[src/rtl/uart_tx_frame_if.sv]
// Word-level handshake between the upstream producer (TX FIFO / CPU register) and uart_tx_frame.
interface uart_tx_frame_if #(
  parameter int DATA_BITS = 8
);
  logic                 in_valid;
  logic                 in_ready;
  logic [DATA_BITS-1:0] in_data;

  modport master (output in_valid, output in_data, input  in_ready);
  modport slave  (input  in_valid, input  in_data, output in_ready);
endinterface

[src/rtl/uart_tx_frame.sv]
// UART transmitter: start bit, DATA_BITS data bits LSB first, optional parity, STOP_BITS stop bits.
// Define UART_TX_PARITY_EN to insert the parity bit (even, or odd when PARITY_ODD=1).
module uart_tx_frame #(
  parameter int CLK_DIV    = 16,
  parameter int DATA_BITS  = 8,
  parameter int STOP_BITS  = 1,
  parameter int PARITY_ODD = 0
) (
  input  logic            clk,
  input  logic            rst_n,
  uart_tx_frame_if.slave  bus,
  output logic            tx,
  output logic            busy,
  output logic            frame_done
);

  localparam int BW = $clog2(CLK_DIV);
  localparam int IW = $clog2(DATA_BITS);
  localparam logic [BW-1:0] BAUD_MAX  = BW'(CLK_DIV - 1);
  localparam logic [IW-1:0] LAST_DATA = IW'(DATA_BITS - 1);
  localparam logic [IW-1:0] LAST_STOP = IW'(STOP_BITS - 1);

  if (CLK_DIV < 2) begin : g_bad_clk_div
    $error("uart_tx_frame: CLK_DIV must be >= 2");
  end
  if (DATA_BITS < 5 || DATA_BITS > 9) begin : g_bad_data_bits
    $error("uart_tx_frame: DATA_BITS must be 5..9");
  end
  if (STOP_BITS != 1 && STOP_BITS != 2) begin : g_bad_stop_bits
    $error("uart_tx_frame: STOP_BITS must be 1 or 2");
  end
  if (PARITY_ODD != 0 && PARITY_ODD != 1) begin : g_bad_parity_odd
    $error("uart_tx_frame: PARITY_ODD must be 0 or 1");
  end

  typedef enum logic [2:0] {IDLE, START, DATA, PARITY, STOP} state_t;

  state_t               state;
  logic [BW-1:0]        baud;
  logic [IW-1:0]        bit_idx;
  logic [DATA_BITS-1:0] shreg;
  logic                 last_stop_clk;
  logic                 accept;

  // The final clock of the last stop bit can already take the next word, giving gapless frames.
  assign last_stop_clk = (state == STOP) && (baud == '0) && (bit_idx == LAST_STOP);
  assign bus.in_ready  = rst_n && ((state == IDLE) || last_stop_clk);
  assign accept        = bus.in_valid && bus.in_ready;

  // Word is captured at accept; the bit being driven always sits in shreg[0].
  always_ff @(posedge clk) begin
    if (accept) begin
      shreg <= bus.in_data;
    end else if (state == DATA && baud == '0) begin
      shreg <= shreg >> 1;
    end
  end

`ifdef UART_TX_PARITY_EN
  logic par_q;

  always_ff @(posedge clk) begin
    if (accept) begin
      par_q <= (PARITY_ODD != 0) ? ~^bus.in_data : ^bus.in_data;
    end
  end
`endif

  always_ff @(posedge clk or negedge rst_n) begin
    if (!rst_n) begin
      state      <= IDLE;
      tx         <= 1'b1;
      busy       <= 1'b0;
      frame_done <= 1'b0;
      baud       <= '0;
      bit_idx    <= '0;
    end else begin
      frame_done <= 1'b0;
      case (state)
        IDLE: begin
          if (accept) begin
            state <= START;
            busy  <= 1'b1;
            baud  <= BAUD_MAX;
            tx    <= 1'b0;
          end
        end
        START: begin
          if (baud == '0) begin
            state   <= DATA;
            baud    <= BAUD_MAX;
            bit_idx <= '0;
            tx      <= shreg[0];
          end else begin
            baud <= baud - 1'b1;
          end
        end
        DATA: begin
          if (baud == '0) begin
            baud <= BAUD_MAX;
            if (bit_idx == LAST_DATA) begin
              bit_idx <= '0;
`ifdef UART_TX_PARITY_EN
              state   <= PARITY;
              tx      <= par_q;
`else
              state   <= STOP;
              tx      <= 1'b1;
`endif
            end else begin
              bit_idx <= bit_idx + 1'b1;
              tx      <= shreg[1];
            end
          end else begin
            baud <= baud - 1'b1;
          end
        end
`ifdef UART_TX_PARITY_EN
        PARITY: begin
          if (baud == '0) begin
            state   <= STOP;
            baud    <= BAUD_MAX;
            bit_idx <= '0;
            tx      <= 1'b1;
          end else begin
            baud <= baud - 1'b1;
          end
        end
`endif
        STOP: begin
          if (baud == '0) begin
            baud <= BAUD_MAX;
            if (bit_idx == LAST_STOP) begin
              frame_done <= 1'b1;
              bit_idx    <= '0;
              if (accept) begin
                state <= START;
                tx    <= 1'b0;
              end else begin
                state <= IDLE;
                busy  <= 1'b0;
                baud  <= '0;
              end
            end else begin
              bit_idx <= bit_idx + 1'b1;
            end
          end else begin
            baud <= baud - 1'b1;
          end
        end
        default: begin
          state <= IDLE;
          tx    <= 1'b1;
          busy  <= 1'b0;
        end
      endcase
    end
  end

endmodule

[src/flat_wrapper.sv]
// flat-port wrapper written by rule: the top's interface ports become plain ports
module uart_tx_frame_flat 
#(
  parameter int CLK_DIV    = 16,
  parameter int DATA_BITS  = 8,
  parameter int STOP_BITS  = 1,
  parameter int PARITY_ODD = 0
)
  (clk, rst_n, tx, busy, frame_done, bus_in_valid, bus_in_data, bus_in_ready);
  uart_tx_frame_if #(.DATA_BITS(DATA_BITS)) bus_i ();
  input  logic clk;
  input  logic rst_n;
  output logic tx;
  output logic busy;
  output logic frame_done;
  input wire logic [$bits(bus_i.in_valid)-1:0] bus_in_valid;
  input wire logic [$bits(bus_i.in_data)-1:0] bus_in_data;
  output wire logic [$bits(bus_i.in_ready)-1:0] bus_in_ready;
  assign bus_i.in_valid = bus_in_valid;
  assign bus_i.in_data = bus_in_data;
  assign bus_in_ready = bus_i.in_ready;
  uart_tx_frame #(.CLK_DIV(CLK_DIV), .DATA_BITS(DATA_BITS), .STOP_BITS(STOP_BITS), .PARITY_ODD(PARITY_ODD)) u_core (.clk(clk), .rst_n(rst_n), .bus(bus_i), .tx(tx), .busy(busy), .frame_done(frame_done));
endmodule
[config.mk]
export PLATFORM = sky130hd
export DESIGN_NAME = uart_tx_frame_flat
export DESIGN_NICKNAME = d
export VERILOG_FILES = /design/src/rtl/uart_tx_frame_if.sv /design/src/rtl/uart_tx_frame.sv /design/src/flat_wrapper.sv
export SDC_FILE = /design/constraint.sdc
export NUM_CORES = 1
export LEC_CHECK = 0
export CELL_PAD_IN_SITES_DETAIL_PLACEMENT = 0
export CELL_PAD_IN_SITES_GLOBAL_PLACEMENT = 1
export CORE_MARGIN = 4
export CORE_UTILIZATION = 39
export CTS_CLUSTER_SIZE = 40
export DETAILED_ROUTE_END_ITERATION = 10
export PLACE_DENSITY_LB_ADDON = 0.1
export RECOVER_POWER = 100
export SLEW_MARGIN = 20
export SYNTH_ARGS = -nofsm -noshare
export SYNTH_HDL_FRONTEND = slang
export SYNTH_SLANG_ARGS = --single-unit
[constraint.sdc]
create_clock -name clk -period 2.3 [get_ports clk]
set_input_delay 0.69 -clock clk [delete_from_list [all_inputs] [get_ports clk]]
set_output_delay 0.69 -clock clk [all_outputs]
set_load 0.005 [all_outputs]
; ---- Word level (Yosys, flattened, before mapping)
; Index checks and enable logic that the tools add are counted.
[classes]
n_bitwise = 1
n_mux = 37
n_eq_ne = 11
n_reduce_logical = 18
n_addsub = 2
[op_table]
columns = op, count
row1 = $mux 3, 11
row2 = $mux 4, 5
row3 = $mux 8, 2
row4 = $mux 1, 14
row5 = $pmux 3 s4, 1
row6 = $pmux 4 s3, 1
row7 = $ne 2x2->1 const B, 5
row8 = $pmux 3 s3, 1
row9 = $reduce_and 4->1, 2
row10 = $eq 3x3->1 const B, 2
row11 = $logic_not 3->1, 2
row12 = $reduce_and 6->1, 1
row13 = $reduce_bool 3->1, 2
row14 = $logic_and 1x1->1, 5
row15 = $reduce_and 5->1, 1
row16 = $logic_not 4->1, 1
row17 = $ne 2x1->1 const B, 2
row18 = $pmux 1 s4, 1
row19 = $sub 4x1->4 const B, 1
row20 = $add 3x1->3 const B, 1
row21 = $eq 3x1->1 const B, 1
row22 = $eq 3x2->1 const B, 1
row23 = $pmux 1 s3, 1
row24 = $reduce_and 2->1, 1
row25 = 4 further kinds, 4
[totals]
regBits = 21
wordCells = 76
output_inout_bits = 4

; ---- Longest topological paths before layout
[depth]
ltp_word = 10
mapped_depth = 8
depth_no_buf = 6

; ---- Worst setup path after synthesis
; Ideal clock, no wire load.
[synth_timing]
path_kind = reg2reg
start = register u_core.baud[0]
end = register u_core.shreg[0] (enable)
arrival_ns = 1.880
path_slack_ns = 0.050
n_path_buf = 1
synth_period_minus_slack_ns = 2.250
path_stages_with_launch = 8
required_ns = 1.930
path_cell_list = dfrtp_1 > inv_1 > ha_1 > nor3b_4 > nand2b_2 > buf_6 > o32a_2 > nor2_1
[synth_between]
elab_chain_len = 7
elab_cells_between_ends = 8
[synth_rtl]
columns = element, line_no
row1 = from (decl), uart_tx_frame.sv:39  ; logic [BW-1:0] baud;
row2 = from (signal assigned), uart_tx_frame.sv:95  ; baud <= baud - 1'b1;
row3 = from (signal assigned), uart_tx_frame.sv:115  ; baud <= baud - 1'b1;
row4 = from (signal assigned), uart_tx_frame.sv:148  ; baud <= baud - 1'b1;
row5 = $logic_not 4->1 *, "uart_tx_frame.sv:46, uart_tx_frame.sv:54"
row6 = $logic_and 1x1->1 (2 in a row), uart_tx_frame.sv:46  ; assign last_stop_clk = (state == STOP) && (baud == '0) && (bit_idx == LAST_STOP);
row7 = $logic_or 1x1->1, uart_tx_frame.sv:47  ; assign bus.in_ready = rst_n && ((state == IDLE) || last_stop_clk);
row8 = $logic_and 1x1->1, uart_tx_frame.sv:47
row9 = $logic_and 1x1->1, uart_tx_frame.sv:48  ; assign accept = bus.in_valid && bus.in_ready;
row10 = $reduce_bool 2->1 (no source line) *, n/a
row11 = to (signal assigned), uart_tx_frame.sv:53  ; shreg <= bus.in_data;
row12 = to (signal assigned), uart_tx_frame.sv:55  ; shreg <= shreg >> 1;
row13 = to (decl), uart_tx_frame.sv:41  ; logic [DATA_BITS-1:0] shreg;
; Every way passes the cells marked *; elsewhere a longest branch is shown, timed or not.
; A chain may end at the register's enable or synchronous reset.

; ---- Final worst setup path
[layout_timing]
start = input port rst_n
end = output port bus_in_ready
[layout_between]
elab_chain_len = 1
[layout_rtl]
columns = element, line_no
row1 = from (decl), flat_wrapper.sv:12  ; input logic rst_n;
row2 = $logic_and 1x1->1, uart_tx_frame.sv:47
row3 = to (decl), flat_wrapper.sv:18  ; output wire logic [$bits(bus_i.in_ready)-1:0] bus_in_ready;
; No other way between the ends.

==> reports/metrics.yaml <==
clock_tree:
  clk_path_buf_depth: 2
  hold_buffers: 0
  clock_latency_ns: 0.30
  clockRootBuffer: "clkbuf_4"
  cts_num_sinks: 21
  numCtsBuffers: 3
  h-tree-depth: 1
  cts_tree: "done"
  clk_pin_slew_ns: 0.11
floorplan:
  rows: 20
  fp.dieH_um: 66.3
  die_w_um: 66.3
  core_area_sq_mm: 0.00315
  die_area_sq_mm: 0.00440
  boundaryPins: 15
  start_util_pct: 42.1
global_route:
  grt_use_total_pct: 16.3
  grt_max_degree: 20
  grt_pass1_wl_um: 5550
  grt_pass1_vias: 1161
  grt.overflow.total: 0
  antenna_found_initial: 0
setup_path:
  reg2reg_slack_ns: 0.30
  critical_path.slowest_cell: "dlygate4sd3_1"
  critPathRequiredTime_ns: 1.61
  startpoint_type: "input port"
  cp_slowest_stage_delay_ns: 0.56
  critPathKind: "in -> out"
  cp_top_family: "buffers and inverters"
  cp.arrival_ns: 1.52
  path_buf_inv: 2
  cp_max_fo: 3
  worstPathCellList: "dlygate4sd3_1 > and3_1 > buf_2"
  worstSetupEndpointType: "output pin"
power_and_ir_drop:
  p_int_mw: 0.881
  combPwrFrac_pct: 46.0
  p_leak_nw: 0.721
  power_frac_seq_pct: 40.7
  sw_frac_of_total_pct: 33.8
  max-vdd-ir-drop_mv: 0.347
  p_total_mw: 1.33
  p_clk_share_pct: 13.4
  power_density_mw_per_mm2: 785
  switching_power_mw: 0.451
synthesis:
  synth_area_sq_mm: 0.00133
  ys_ff_latch: 21
  synth_fp_nets: 147
  syn_inst: 131
  yosys_warnings: 0
  synth-main-ff-cell: "dfrtp_1"
  postSynthAreaPerCell_sq_um: 10.1
  async_flop_share_pct: 61.9
  synth_edf_count: 8
  ys_seq_area_share_pct: 42.7
  synth.distinct_cells: 44
layout:
  n_antenna_cell: 0
  drive_gt1_share_pct: 28.8
  layout_commonest_cell: "buf_4"
  area_growth_pct: 27.7
  fin_area_sq_mm: 0.00170
  final_cells: 207
  nNetsFinal: 180
  finish.utilization_pct: 53.8
  mostFrequentLayoutCells: "buf_4 (21), nor2_1 (14), clkdlybuf4s50_1 (12), dfrtp_1 (12)"
route:
  drt_iter0_markers: 91
  drc_errors: 0
  wire_per_inst_um: 15.0
  vias: 1109
  vias_per_cell: 5.36
  ant_nets: 0
  wirelength_um: 3100
  first_pass_iters: 4
timing:
  maxSlewHeadroom_pct: 60.2
  grt_setup_unrepaired: "yes"
  final.period_utilization_pct: 95.9
  hold_ws_ns: 0.503
  finalSetupViolCount: 0
  period_needed_ns: 2.21
  fmax_mhz: 453
  tightest_slew_ns: 0.591
  finClkSkew_ns: 0.00328
  finalHoldViolations: 0
  maxSlewViolCount: 0
placed_design:
  portBuffers: 14
  dpl.hpwl_um: 2300
  dp_cells: 200
  gp_congestion: 0.752
  place_area_sq_mm: 0.00164
run_status:
  status: "finished, final reports clean"
flow_run:
  maxCapViolCount: 0
min_path:
  min_path_type: "reg -> reg"
## final timing paths
path | start | end | cells past startpoint
setup / recovery | rst_n | bus_in_ready | 3
hold reg to reg | u_core.tx$_DFFE_PN1P_ | u_core.tx$_DFFE_PN1P_ | 2
min in group asynchronous | rst_n | u_core.busy$_DFFE_PN0P_ | 2
setup reg to reg | u_core.baud[0]$_DFFE_PN0P_ | u_core.shreg[5]$_DFFE_PP_ | 8
max in group asynchronous | rst_n | u_core.bit_idx[1]$_DFFE_PN0P_ | 2
hold / removal | u_core.tx$_DFFE_PN1P_ | u_core.tx$_DFFE_PN1P_ | 2
## per-stage QoR
stage	TNS [ns]	worst slack, ns
final	0	0.0935
after global routing	-0.0723	-0.0345
after CTS	0	0.0730
after detailed placement	-2.30	-0.211
after global placement	-1.83	-0.217
after floorplan	0	0.0499
## cell type report
cell class | count | area [sq um]
Fill cell | 321 | 1460
Multi-Input combinational cell | 96 | 712
Sequential cell | 21 | 567
Timing Repair Buffer | 37 | 317
Tap cell | 44 | 55.1
Clock buffer | 4 | 26.3
Inverter | 5 | 18.8
## power groups by stage
stage / clock network, mW / logic, mW / registers, mW
after global placement: 0 / 0.540 / 0.537
after global routing: 0.206 / 0.688 / 0.551
after detailed placement: 0 / 0.555 / 0.544
after CTS: 0.188 / 0.607 / 0.541
after floorplan: 0 / 0.319 / 0.543
final: 0.178 / 0.612 / 0.541
## repair_timing
| item | in CTS | in global routing |
|---|---|---|
| pin swaps | 1 | 2 |
| cloned | 0 | 0 |
| setup buffers | 2 | 1 |
| resized for setup | 10 | 1 |
| endpoints found under the setup margin | 1 | 1 |
## tightest hold or removal path, cell delays in order (launching register included)
cell and delay (ns):
dfstp_2 0.40, nand2_1 0.05, o32ai_1 0.06
## cell families (layout without fill, tap and decap cells)
logic type	Yosys count	in the layout	share of synthesized area, %
XOR/XNOR	1	1	0.660
flip-flops	21	21	42.7
AO/OA/AOI/OAI	32	32	16.8
AND/OR/NAND/NOR	47	47	19.0
multiplexers	10	10	10.2
adder cells (fa/ha/maj)	6	6	5.47
buffers and inverters	14	46	5.18
## synthesized netlist by cell type, types with 2 or more instances
library cell | count | area, sq um
clkbuf_1 | 3 | 11.3
buf_6 | 2 | 22.5
dfrtp_1 | 12 | 300
a21oi_1 | 8 | 40.0
mux2_4 | 7 | 105
nor2b_1 | 3 | 18.8
mux2i_1 | 3 | 30.0
nor3_1 | 8 | 40.0
inv_1 | 5 | 18.8
o32a_2 | 2 | 22.5
ha_1 | 5 | 62.6
nand2b_1 | 4 | 25.0
nor2_1 | 14 | 52.6
buf_1 | 3 | 11.3
o21ai_0 | 8 | 40.0
a211oi_1 | 2 | 15.0
nand2_1 | 8 | 30.0
edfxtp_1 | 8 | 240
## registers in the layout (all words and copies together) (netlist names)
register           count
u_core.shreg           8
u_core.baud            4
u_core.bit_idx         3
u_core.state           3
u_core.busy            1
u_core.frame_done      1
u_core.tx              1
## routing by layer
| metal | global-route usage [%] | routed length [um] | up-vias |
|---|---|---|---|
| met5 | 0 | 0 | - |
| met4 | 3.05 | 25 | 0 |
| met3 | 2.72 | 125 | 4 |
| met2 | 26.3 | 1480 | 23 |
| met1 | 23.0 | 1470 | 543 |
| li1 | - | - | 539 |
(Power assumes the default switching activity.)
